### src/rtl/spi_pkg.sv
// Shared types and helpers for the SPI slave timing core.
// Mode encoding, FSM states and strobe-edge selection.
package spi_pkg;

  typedef logic [1:0] spi_mode_t;

  localparam spi_mode_t SPI_MODE0 = 2'b00;
  localparam spi_mode_t SPI_MODE1 = 2'b01;
  localparam spi_mode_t SPI_MODE2 = 2'b10;
  localparam spi_mode_t SPI_MODE3 = 2'b11;

  typedef enum logic {
    IDLE,
    ACTIVE
  } state_t;

  function automatic logic sample_on_rise(input spi_mode_t m);
    return ~(m[1] ^ m[0]);
  endfunction

endpackage

### src/rtl/spi_sync.sv
// N-flop bit synchronizer for asynchronous SPI pins.
// Synchronous active-high reset clears every stage.
module spi_sync #(
  parameter int N = 2
) (
  input  logic clk,
  input  logic reset,
  input  logic d,
  output logic q
);

  logic [N-1:0] sr;

  always_ff @(posedge clk) begin
    if (reset) sr <= '0;
    else       sr <= {sr[N-2:0], d};
  end

  assign q = sr[N-1];

endmodule

### src/rtl/spi_slave_fsm.sv
// SPI slave timing core: synchronizes CS/SCLK and emits
// one-clock shift/sample strobes according to the SPI mode.
module spi_slave_fsm
  import spi_pkg::*;
#(
  parameter int SYNC_STAGES = 2
) (
  input  logic       clk,
  input  logic       reset,
  input  logic [1:0] mode,
  input  logic       cs,
  input  logic       sclk,
  output logic       shift,
  output logic       sample
);

  logic      cs_s, sclk_s;
  logic      sclk_d, cs_q;
  logic      rise_q, fall_q;
  state_t    state_q, state_n;
  spi_mode_t mode_q, mode_n;
  logic      shift_n, sample_n;

  spi_sync #(.N(SYNC_STAGES)) u_cs_sync (
    .clk   (clk),
    .reset (reset),
    .d     (cs),
    .q     (cs_s)
  );

  spi_sync #(.N(SYNC_STAGES)) u_sclk_sync (
    .clk   (clk),
    .reset (reset),
    .d     (sclk),
    .q     (sclk_s)
  );

  // cs_q trails cs_s by one clk so an edge arriving with CS
  // assertion is still seen in IDLE and dropped.
  always_ff @(posedge clk) begin
    if (reset) begin
      sclk_d  <= 1'b0;
      cs_q    <= 1'b0;
      rise_q  <= 1'b0;
      fall_q  <= 1'b0;
      state_q <= IDLE;
      mode_q  <= SPI_MODE0;
      shift   <= 1'b0;
      sample  <= 1'b0;
    end else begin
      sclk_d  <= sclk_s;
      cs_q    <= cs_s;
      rise_q  <= sclk_s & ~sclk_d;
      fall_q  <= ~sclk_s & sclk_d;
      state_q <= state_n;
      mode_q  <= mode_n;
      shift   <= shift_n;
      sample  <= sample_n;
    end
  end

  always_comb begin
    state_n  = state_q;
    mode_n   = mode_q;
    shift_n  = 1'b0;
    sample_n = 1'b0;
    unique case (state_q)
      IDLE: begin
        if (!cs_q) begin
          state_n = ACTIVE;
          mode_n  = mode;
        end
      end
      ACTIVE: begin
        if (cs_q) begin
          state_n = IDLE;
        end else if (sample_on_rise(mode_q)) begin
          sample_n = rise_q;
          shift_n  = fall_q;
        end else begin
          shift_n  = rise_q;
          sample_n = fall_q;
        end
      end
      default: state_n = IDLE;
    endcase
  end

endmodule

### config.mk
export PLATFORM = sky130hd
export DESIGN_NAME = spi_slave_fsm
export DESIGN_NICKNAME = d
export VERILOG_FILES = /design/src/rtl/spi_pkg.sv /design/src/rtl/spi_sync.sv /design/src/rtl/spi_slave_fsm.sv
export SDC_FILE = /design/constraint.sdc
export NUM_CORES = 1
export LEC_CHECK = 0
export ABC_AREA = 1
export CORE_UTILIZATION = 25
export CTS_CLUSTER_DIAMETER = 60
export CTS_CLUSTER_SIZE = 8
export DETAILED_ROUTE_END_ITERATION = 8
export HOLD_SLACK_MARGIN = 0.06
export PLACE_DENSITY = 0.43
export SLEW_MARGIN = 20
export SYNTH_ARGS = -nofsm -noshare
export SYNTH_HDL_FRONTEND = slang
export SYNTH_SLANG_ARGS = --single-unit
### constraint.sdc
create_clock -name clk -period 1.7 [get_ports clk]
set_input_delay 0.51 -clock clk [delete_from_list [all_inputs] [get_ports clk]]
set_output_delay 0.51 -clock clk [all_outputs]
set_load 0.005 [all_outputs]
==> results.py <==
metrics = {
    "run": {
        "maxCapViolations": 0,
    },
    "cells_and_area": {
        "final_area_sq_um": 578,
        "area_growth_pct": 27.3,
        "fill_cells": 203,
        "antenna_cells": 0,
        "num-nets-final": 76,
        "drive_gt1_share_pct": 13.0,
    },
    "logic_synthesis": {
        "synth_cell_types": 11,
        "synth_cells": 58,
        "seq_area_frac_synth_pct": 57.3,
        "ys_ff_latch": 13,
        "synth_warnings": 0,
        "avgSynthCellArea_sq_um": 7.83,
        "synthesis.area_sq_um": 454,
        "synth_nets": 64,
    },
    "grt": {
        "met3_usage_pct": 6.12,
        "grt_max_degree": 10,
        "met2_usage_pct": 10.0,
        "grt_pass1_wl_um": 1020,
        "grt-ovfl-total": 0,
        "grt_pass1_vias": 267,
        "top_usage_layer": "met2",
        "antenna_found_initial": 0,
        "grt_usage_pct": 7.67,
        "grtUsageMet1_pct": 8.98,
    },
    "clock_network": {
        "cts_tree": "done",
        "ctsHoldBuffers": 0,
        "clk_latency_ns": 0.27,
        "post_cts_buffers": 0,
        "cts_buffers": 3,
        "post_cts_resized": 0,
        "h-tree-depth": 1,
        "cts.sink_count": 13,
        "clkSlewWorstSetupHoldPaths_ns": 0.08,
        "cts_buffer_depth": 2,
        "clock-root-buffer": "clkbuf_4",
    },
    "timing": {
        "rsz0062_at_grt": "no",
        "min_period_ns": 1.58,
        "finalHoldViolCount": 0,
        "fmax_mhz": 633,
        "slew_headroom_pct": 90.1,
        "skew_ns": 0.00521,
        "setup_viol": 0,
        "fin_crit_sh_pct": 92.9,
        "fin_setup_tns_ns": 0,
        "worst-slew-pin-transition_ns": 0.148,
        "slew_violations": 0,
    },
    "power": {
        "p_seq_share_pct": 57.1,
        "power.density_nw_per_um2": 986,
        "power.ir.vdd_worst_mv": 0.474,
        "power_frac_clock_pct": 33.1,
        "switchingPower_uw": 132,
        "internal-power_uw": 438,
        "p_sw_share_pct": 23.2,
        "comb_power_share_pct": 9.8,
        "leakagePower_nw": 0.254,
    },
    "setup_path": {
        "max_stage_delay_ns": 0.49,
        "worst_path_max_delay_cell": "clkdlybuf4s50_1",
        "crit_type": "register to primary output",
        "r2r_slack_ns": 0.85,
        "crit_arrival_ns": 1.07,
        "cpLargestDelayFamily": "buffers and inverters",
        "critPathRequiredTime_ns": 1.19,
        "end_kind": "primary output",
        "crit_path_max_fanout": 1,
        "startpoint_type": "register",
        "crit_buf_inv": 1,
        "cp_cell_sequence": "clkdlybuf4s50_1",
    },
    "route": {
        "drc_errors": 0,
        "wl_per_cell_um": 6.56,
        "drtIter0Drc": 5,
        "via_count": 333,
        "viasPerCell": 3.54,
        "ant_nets": 0,
        "drt_pass1_iterations": 2,
        "wirelength_um": 617,
    },
    "placed_design": {
        "port_buffers": 7,
        "place_area_sq_um": 552,
        "globalplace.congestion": 0.716,
        "hpwl_um": 464,
    },
    "die": {
        "core_sq_um": 1710,
        "dieHeight_um": 44.6,
        "start_util_pct": 26.6,
        "ios": 8,
        "num_rows": 15,
        "dieArea_sq_um": 1990,
        "die_x_um": 44.6,
    },
    "status": {
        "status": "finished clean",
    },
    "worst_hold_path": {
        "hold_path_class": "register to register",
    },
}
-- metrics by stage --
step	setup slack [ns]	total power, mW	hold WS [ns]	cells	util, %
floorplan	0.725	0.368	0.388	58	-
global placement	0.287	0.389	0.391	90	32.3
detailed placement	0.267	0.389	0.398	90	32.3
CTS	0.106	0.581	0.411	94	33.8
global route	0.0723	0.600	0.425	94	33.8
finish	0.121	0.570	0.409	94	33.8
-- placed cells by master, fill, tap and decap left out --
master,Yosys,layout
nand2_1,8,8
nor2_2,3,3
buf_4,0,1
clkinv_2,1,1
nand2_2,1,1
inv_1,11,11
dfxtp_1,13,13
clkdlybuf4s50_1,0,7
clkbuf_4,0,3
nor3_1,1,1
nand3_1,2,2
clkbuf_1,0,1
nor2_1,15,15
o21ai_0,2,2
-- worst reg2reg max path, cell delays in order (launching register included) --
cell and delay (ns):
dfxtp_1 0.38, inv_1 0.07, nand2_1 0.05, nand2_1 0.07, nor2_1 0.13, nor2_2 0.06
-- synthesized netlist by cell type --
library cell / n / share of area (%)
buf_6: 1 / 2.5
clkinv_2: 1 / 1.1
dfxtp_1: 13 / 57
inv_1: 11 / 9.1
nand2_1: 8 / 6.6
nand2_2: 1 / 1.4
nand3_1: 2 / 2.2
nor2_1: 15 / 12
nor2_2: 3 / 4.1
nor3_1: 1 / 1.1
o21ai_0: 2 / 2.2
-- cell families (layout without fill, tap and decap cells) --
kind of cell / Yosys count / after routing / synth area share, %
AOI/OAI and AO/OA: 2 / 2 / 2.20
buffers and inverters: 13 / 24 / 12.7
DFF: 13 / 13 / 57.3
and+or+nand+nor: 30 / 30 / 27.8
-- power groups by stage --
stage | clock network (mW) | logic, mW | registers (mW)
after floorplan | 0 | 0.0363 | 0.332
after global placement | 0 | 0.0558 | 0.333
after detailed placement | 0 | 0.0564 | 0.333
after CTS | 0.198 | 0.0570 | 0.326
after global routing | 0.206 | 0.0656 | 0.328
final | 0.189 | 0.0558 | 0.326
-- flip-flops by register name (all words and copies together), names as in the netlist --
name,flops
shift,1
u_sclk_sync.sr,2
sclk_d,1
rise_q,1
u_cs_sync.sr,2
cs_q,1
sample,1
fall_q,1
mode_q,2
state_q,1
-- layer usage --
metal  routed length, um  up-vias  part of all wire, %
li1                    -      188                    -
met1                 299      136                   48
met2                 273        9                   44
met3                  44        0                  7.1
met4                   0        0                    0
met5                   0        -                    0
-- path summary, 6_finish.rpt --
path,startpoint,endpoint,cells past startpoint
setup / recovery,sample,sample,1
hold / removal,u_cs_sync.sr[1],cs_q,2
setup reg to reg,mode_q[0],shift,5
hold reg to reg,u_cs_sync.sr[1],cs_q,2
-- area by class of cell --
class                   count  area [sq um]  area share [%]
repair buffers              8          77.6            13.4
flip-flops and latches     13           260            45.0
well taps                  25          31.3            5.41
clock buffers               4          26.3            4.55
inverters                  12          46.3            8.01
multi-input cells          32           136            23.6
No activity file was read; power rests on OpenSTA's default activity.
